<file path="src/rtl/fpsqrt_r4_ctrl.sv">
// Radix-4 square-root sequencer: IDLE -> PRE -> ITER x N -> POST -> DONE; accept-to-result N+3 cycles, 3 when special.
// Backpressure: start_ready_o only in IDLE; DONE holds finish_valid_o until finish_ready_i. flush_i aborts from any state.
module fpsqrt_r4_ctrl #(
    parameter int F16_ITER = 6,
    parameter int F32_ITER = 13,
    parameter int F64_ITER = 27
) (
    input  logic       clk,
    input  logic       rst_n,
    input  logic       start_valid_i,
    output logic       start_ready_o,
    input  logic [1:0] fp_format_i,
    input  logic       special_case_i,
    input  logic       flush_i,
    input  logic [4:0] rt_dig_i,
    output logic       pre_en_o,
    output logic       iter_en_o,
    output logic       iter_first_o,
    output logic       iter_last_o,
    output logic [4:0] iter_cnt_o,
    output logic       post_en_o,
    output logic       finish_valid_o,
    input  logic       finish_ready_i,
    output logic       dig_err_o
);

    typedef enum logic [2:0] {
        S_IDLE = 3'd0,
        S_PRE  = 3'd1,
        S_ITER = 3'd2,
        S_POST = 3'd3,
        S_DONE = 3'd4
    } state_t;

    localparam logic [4:0] C_F16_N = 5'(F16_ITER);
    localparam logic [4:0] C_F32_N = 5'(F32_ITER);
    localparam logic [4:0] C_F64_N = 5'(F64_ITER);

    state_t     r_state;
    state_t     w_state_nxt;
    logic [1:0] r_fmt;
    logic       r_special;
    logic [4:0] r_cnt;
    logic       r_dig_err;
    logic       w_accept;
    logic [4:0] w_n_iter;
    logic       w_dig_onehot;

    assign w_accept = start_valid_i && (r_state == S_IDLE) && !flush_i;

    // Reserved encoding 11 runs as f64.
    always_comb begin
        w_n_iter = C_F64_N;
        case (r_fmt)
            2'b00:   w_n_iter = C_F16_N;
            2'b01:   w_n_iter = C_F32_N;
            default: w_n_iter = C_F64_N;
        endcase
    end

    assign w_dig_onehot = (rt_dig_i != 5'd0) && ((rt_dig_i & (rt_dig_i - 5'd1)) == 5'd0);

    always_comb begin
        w_state_nxt = r_state;
        case (r_state)
            S_IDLE: if (w_accept) w_state_nxt = S_PRE;
            S_PRE:  w_state_nxt = r_special ? S_POST : S_ITER;
            S_ITER: if (r_cnt == 5'd0) w_state_nxt = S_POST;
            S_POST: w_state_nxt = S_DONE;
            S_DONE: if (finish_ready_i) w_state_nxt = S_IDLE;
            default: w_state_nxt = S_IDLE;
        endcase
        if (flush_i) w_state_nxt = S_IDLE;
    end

    always_ff @(posedge clk or negedge rst_n) begin
        if (!rst_n) begin
            r_state <= S_IDLE;
        end else begin
            r_state <= w_state_nxt;
        end
    end

    always_ff @(posedge clk or negedge rst_n) begin
        if (!rst_n) begin
            r_fmt     <= 2'b00;
            r_special <= 1'b0;
        end else if (w_accept) begin
            r_fmt     <= fp_format_i;
            r_special <= special_case_i;
        end
    end

    // Counter rests at zero everywhere except the PRE->ITER load and the ITER countdown.
    always_ff @(posedge clk or negedge rst_n) begin
        if (!rst_n) begin
            r_cnt <= 5'd0;
        end else if (flush_i) begin
            r_cnt <= 5'd0;
        end else if (r_state == S_PRE && !r_special) begin
            r_cnt <= w_n_iter - 5'd1;
        end else if (r_state == S_ITER && r_cnt != 5'd0) begin
            r_cnt <= r_cnt - 5'd1;
        end else begin
            r_cnt <= 5'd0;
        end
    end

    always_ff @(posedge clk or negedge rst_n) begin
        if (!rst_n) begin
            r_dig_err <= 1'b0;
        end else if (flush_i || w_accept) begin
            r_dig_err <= 1'b0;
        end else if (r_state == S_ITER && !w_dig_onehot) begin
            r_dig_err <= 1'b1;
        end
    end

    assign start_ready_o  = (r_state == S_IDLE);
    assign pre_en_o       = (r_state == S_PRE);
    assign iter_en_o      = (r_state == S_ITER);
    assign iter_first_o   = (r_state == S_ITER) && (r_cnt == w_n_iter - 5'd1);
    assign iter_last_o    = (r_state == S_ITER) && (r_cnt == 5'd0);
    assign iter_cnt_o     = (r_state == S_ITER) ? r_cnt : 5'd0;
    assign post_en_o      = (r_state == S_POST);
    assign finish_valid_o = (r_state == S_DONE);
    assign dig_err_o      = r_dig_err;

endmodule

</file>
<file path="config.mk">
export PLATFORM = sky130hd
export DESIGN_NAME = fpsqrt_r4_ctrl
export DESIGN_NICKNAME = d
export VERILOG_FILES = /design/src/rtl/fpsqrt_r4_ctrl.sv
export SDC_FILE = /design/constraint.sdc
export NUM_CORES = 1
export LEC_CHECK = 0
export BUFFER_PORTS_ARGS = -buffer_cell sky130_fd_sc_hd__buf_2
export CAP_MARGIN = 15
export CORE_ASPECT_RATIO = 1.25
export CORE_MARGIN = 4
export CORE_UTILIZATION = 49
export DETAILED_ROUTE_END_ITERATION = 16
export PLACE_DENSITY = 0.78
export SYNTH_ARGS = -nofsm -noshare
export SYNTH_HDL_FRONTEND = slang
export SYNTH_SLANG_ARGS = --single-unit
export TNS_END_PERCENT = 5
</file>
<file path="constraint.sdc">
create_clock -name clk -period 2.05 [get_ports clk]
set_input_delay 0 -clock clk [delete_from_list [all_inputs] [get_ports clk]]
set_output_delay 0 -clock clk [all_outputs]
set_load 0.03 [all_outputs]
</file>
==> impl_metrics.py <==
metrics = {
    "finish": {
        "nNetsFinal": 131,
        "drive_gt1_share_pct": 30.97,
        "num_antenna_cells": 0,
        "multi_input_area_um2": 434.2,
        "syn2layout_area_growth_pct": 21.81,
        "design_area_um2": 978.4,
        "fill_cells": 141,
        "seqCellArea_um2": 300.3,
        "final_util_pct": 62.66,
        "fin_cells": 131,
    },
    "die": {
        "floorplan.initialDensity_pct": 51.44,
        "rows": 16,
        "die_w_um": 44.22,
        "die_h_um": 53.27,
        "coreArea_mm2": 0.001562,
        "io_pins": 26,
        "die_area_mm2": 0.002355,
    },
    "synthesis": {
        "yosys-top-cells-area": "dfrtp_1, nor2_1, o32a_1",
        "async_reset_ff_share_pct": 100.0,
        "synth_cell_type_count": 30,
        "ys_ff_latch": 12,
        "syn_nets": 101,
        "yosys.area.top_type": "dfrtp_1",
        "netlist_area_um2": 803.3,
        "yosys_warnings": 0,
        "synth_edf_count": 0,
        "yosysSeqAreaShare_pct": 37.38,
        "synth_common_cells": "nor2_1, dfrtp_1, inv_1",
        "synth_ff_type": "dfrtp_1",
        "synthCells": 85,
        "synth_area_per_cell_um2": 9.450,
        "synth.most_common_cell": "nor2_1",
        "synthDominantCellAreaShare_pct": 37.38,
    },
    "sta": {
        "max_freq_mhz": 571.1,
        "grt_setup_unrepaired": "false",
        "fin_crit_ps": 1751,
        "slew_headroom_pct": 81.57,
        "fin_worst_skew_ps": 4.108,
        "tns_ps": 0,
        "hold_viol_final": 0,
        "tightest_slew_ps": 276.4,
        "hold_ws_ps": 22.40,
        "setup_viol": 0,
        "final-max-slew-violation-count": 0,
        "setup_ws_ps": 298.9,
        "period_share_pct": 85.42,
    },
    "place": {
        "portBuffers": 25,
        "post-place-ws_ps": 519.5,
        "place_congestion": 0.8743,
        "dp.cells": 124,
        "hpwlAfterDp_um": 1330,
        "dpl_cell_area_um2": 915.9,
    },
    "grt": {
        "grt_max_degree": 13,
        "grt_pass1_vias": 695,
        "grt_pass1_wl_um": 2725,
        "antenna_found_initial": 0,
        "globalRoute.totalOverflow": 0,
        "grt_usage_pct": 15.70,
    },
    "worst_setup_path": {
        "worst_setup_path_start_kind": "register",
        "crit_type": "register to output pin",
        "crit_required_ps": 2050,
        "crit_arrival_ps": 1750,
        "path_max_fanout": 5,
        "end_kind": "output pin",
    },
    "cts": {
        "root_buffer": "clkbuf_4",
        "postCtsResizedCells": 0,
        "htreeDepth": 1,
        "clk_path_buf_depth": 2,
        "clk_pin_slew_ps": 70,
        "cts_tree": "built",
        "clkLatencyLatePin_ps": 260,
        "numCtsBuffers": 3,
        "cts_sinks": 12,
    },
    "pwr": {
        "ir_drop_v": 0.0005151,
        "p_per_area_mw_per_mm2": 998.2,
        "power_mw": 0.9767,
        "p_leak_nw": 0.4878,
    },
    "drt": {
        "drt-pass1-iter-count": 4,
        "wirelength_um": 1646,
        "via_count": 736,
        "vias_per_cell": 5.618,
        "drc_errors": 0,
        "wire_per_inst_um": 12.56,
        "antenna_left": 0,
        "drt_iter0_markers": 17,
    },
    "hold_path": {
        "worstHoldPathType": "input port to register",
    },
    "run_status": {
        "status": "finished clean",
    },
    "flow_run": {
        "maxCapViolCount": 0,
    },
}
kinds of logic after synthesis:
kind of cell | synth area share [%]
AOI/OAI and AO/OA | 13.86
xor gates and xnor gates | 5.453
adders and majority gates | 4.673
buffers and inverters | 8.566
DFF | 37.38
muxes | 4.205
and+or+nand+nor | 25.86
path summary, 6_finish.rpt:
| check | startpoint | to | slack (ps) | cells after the start |
|---|---|---|---|---|
| max reg2reg | r_state[1] | r_cnt[3] | 500 | 3 |
| min reg2reg | r_fmt[0] | r_fmt[0] | 560 | 1 |
| max | r_fmt[1] | iter_first_o | 300 | 5 |
| min in group asynchronous | rst_n | r_cnt[4] | 140 | 2 |
| min | flush_i | r_cnt[0] | 20 | 2 |
| max in group asynchronous | rst_n | r_state[2] | 1690 | 2 |
layout by cell type, fill, tap and decap left out:
cell and n:
o211ai_1 1, nand3b_1 1, or3_1 2, and2_1 4
nor4b_1 1, dfrtp_1 12, clkbuf_4 3, and3b_2 1
dlygate4sd3_1 4, a221oi_1 1, xnor2_1 3, o32ai_1 1
nor3_1 5, nor3b_1 2, or3b_4 1, nand2b_1 1
o21ai_0 2, ha_1 3, inv_1 7, nor2_1 13
buf_2 25, xor2_1 2, o211a_1 2, a31oi_1 1
nand3_1 3, a21oi_1 2, or4b_4 1, o32a_1 4
buf_4 1, nand4b_1 1, mux2_2 3
power breakdown:
group | leakage, nW | internal (mW) | switching (mW) | total [mW]
logic | 0.316 | 0.214 | 0.262 | 0.475
registers | 0.158 | 0.294 | 0.0721 | 0.366
clock network | 0.0138 | 0.0677 | 0.0678 | 0.136
final cells by class:
| type | count | area share [%] |
|---|---|---|
| Multi-Input combinational cell | 61 | 44.37 |
| Tap cell | 18 | 2.302 |
| Timing Repair Buffer | 30 | 17.65 |
| Sequential cell | 12 | 30.69 |
| Inverter | 7 | 2.685 |
| Clock buffer | 3 | 2.302 |
what timing repair did:
item	in CTS	in global routing
hold endpoints to repair	15	0
hold buffers	4	0
setup buffers	0	0
per-layer routing:
layer / share of wire, % / up-vias / GRT usage (%)
li1: - / 361 / -
met2: 52 / 26 / 27.43
met1: 40 / 345 / 17.51
met4: 1.9 / 0 / 8.543
met3: 5.8 / 4 / 3.061
met5: 0 / - / 0
sequential cells by signal (all words and copies together) (netlist names):
register / flops
r_state: 3
r_cnt: 5
r_special: 1
dig_err_o: 1
r_fmt: 2
critical path, cell delays in order (launching register included):
cell and delay (ps):
dfrtp_1 410, nor2_1 160, inv_1 120, or3_1 320
a221oi_1 240, buf_2 240
No activity file was read; power rests on OpenSTA's default activity.
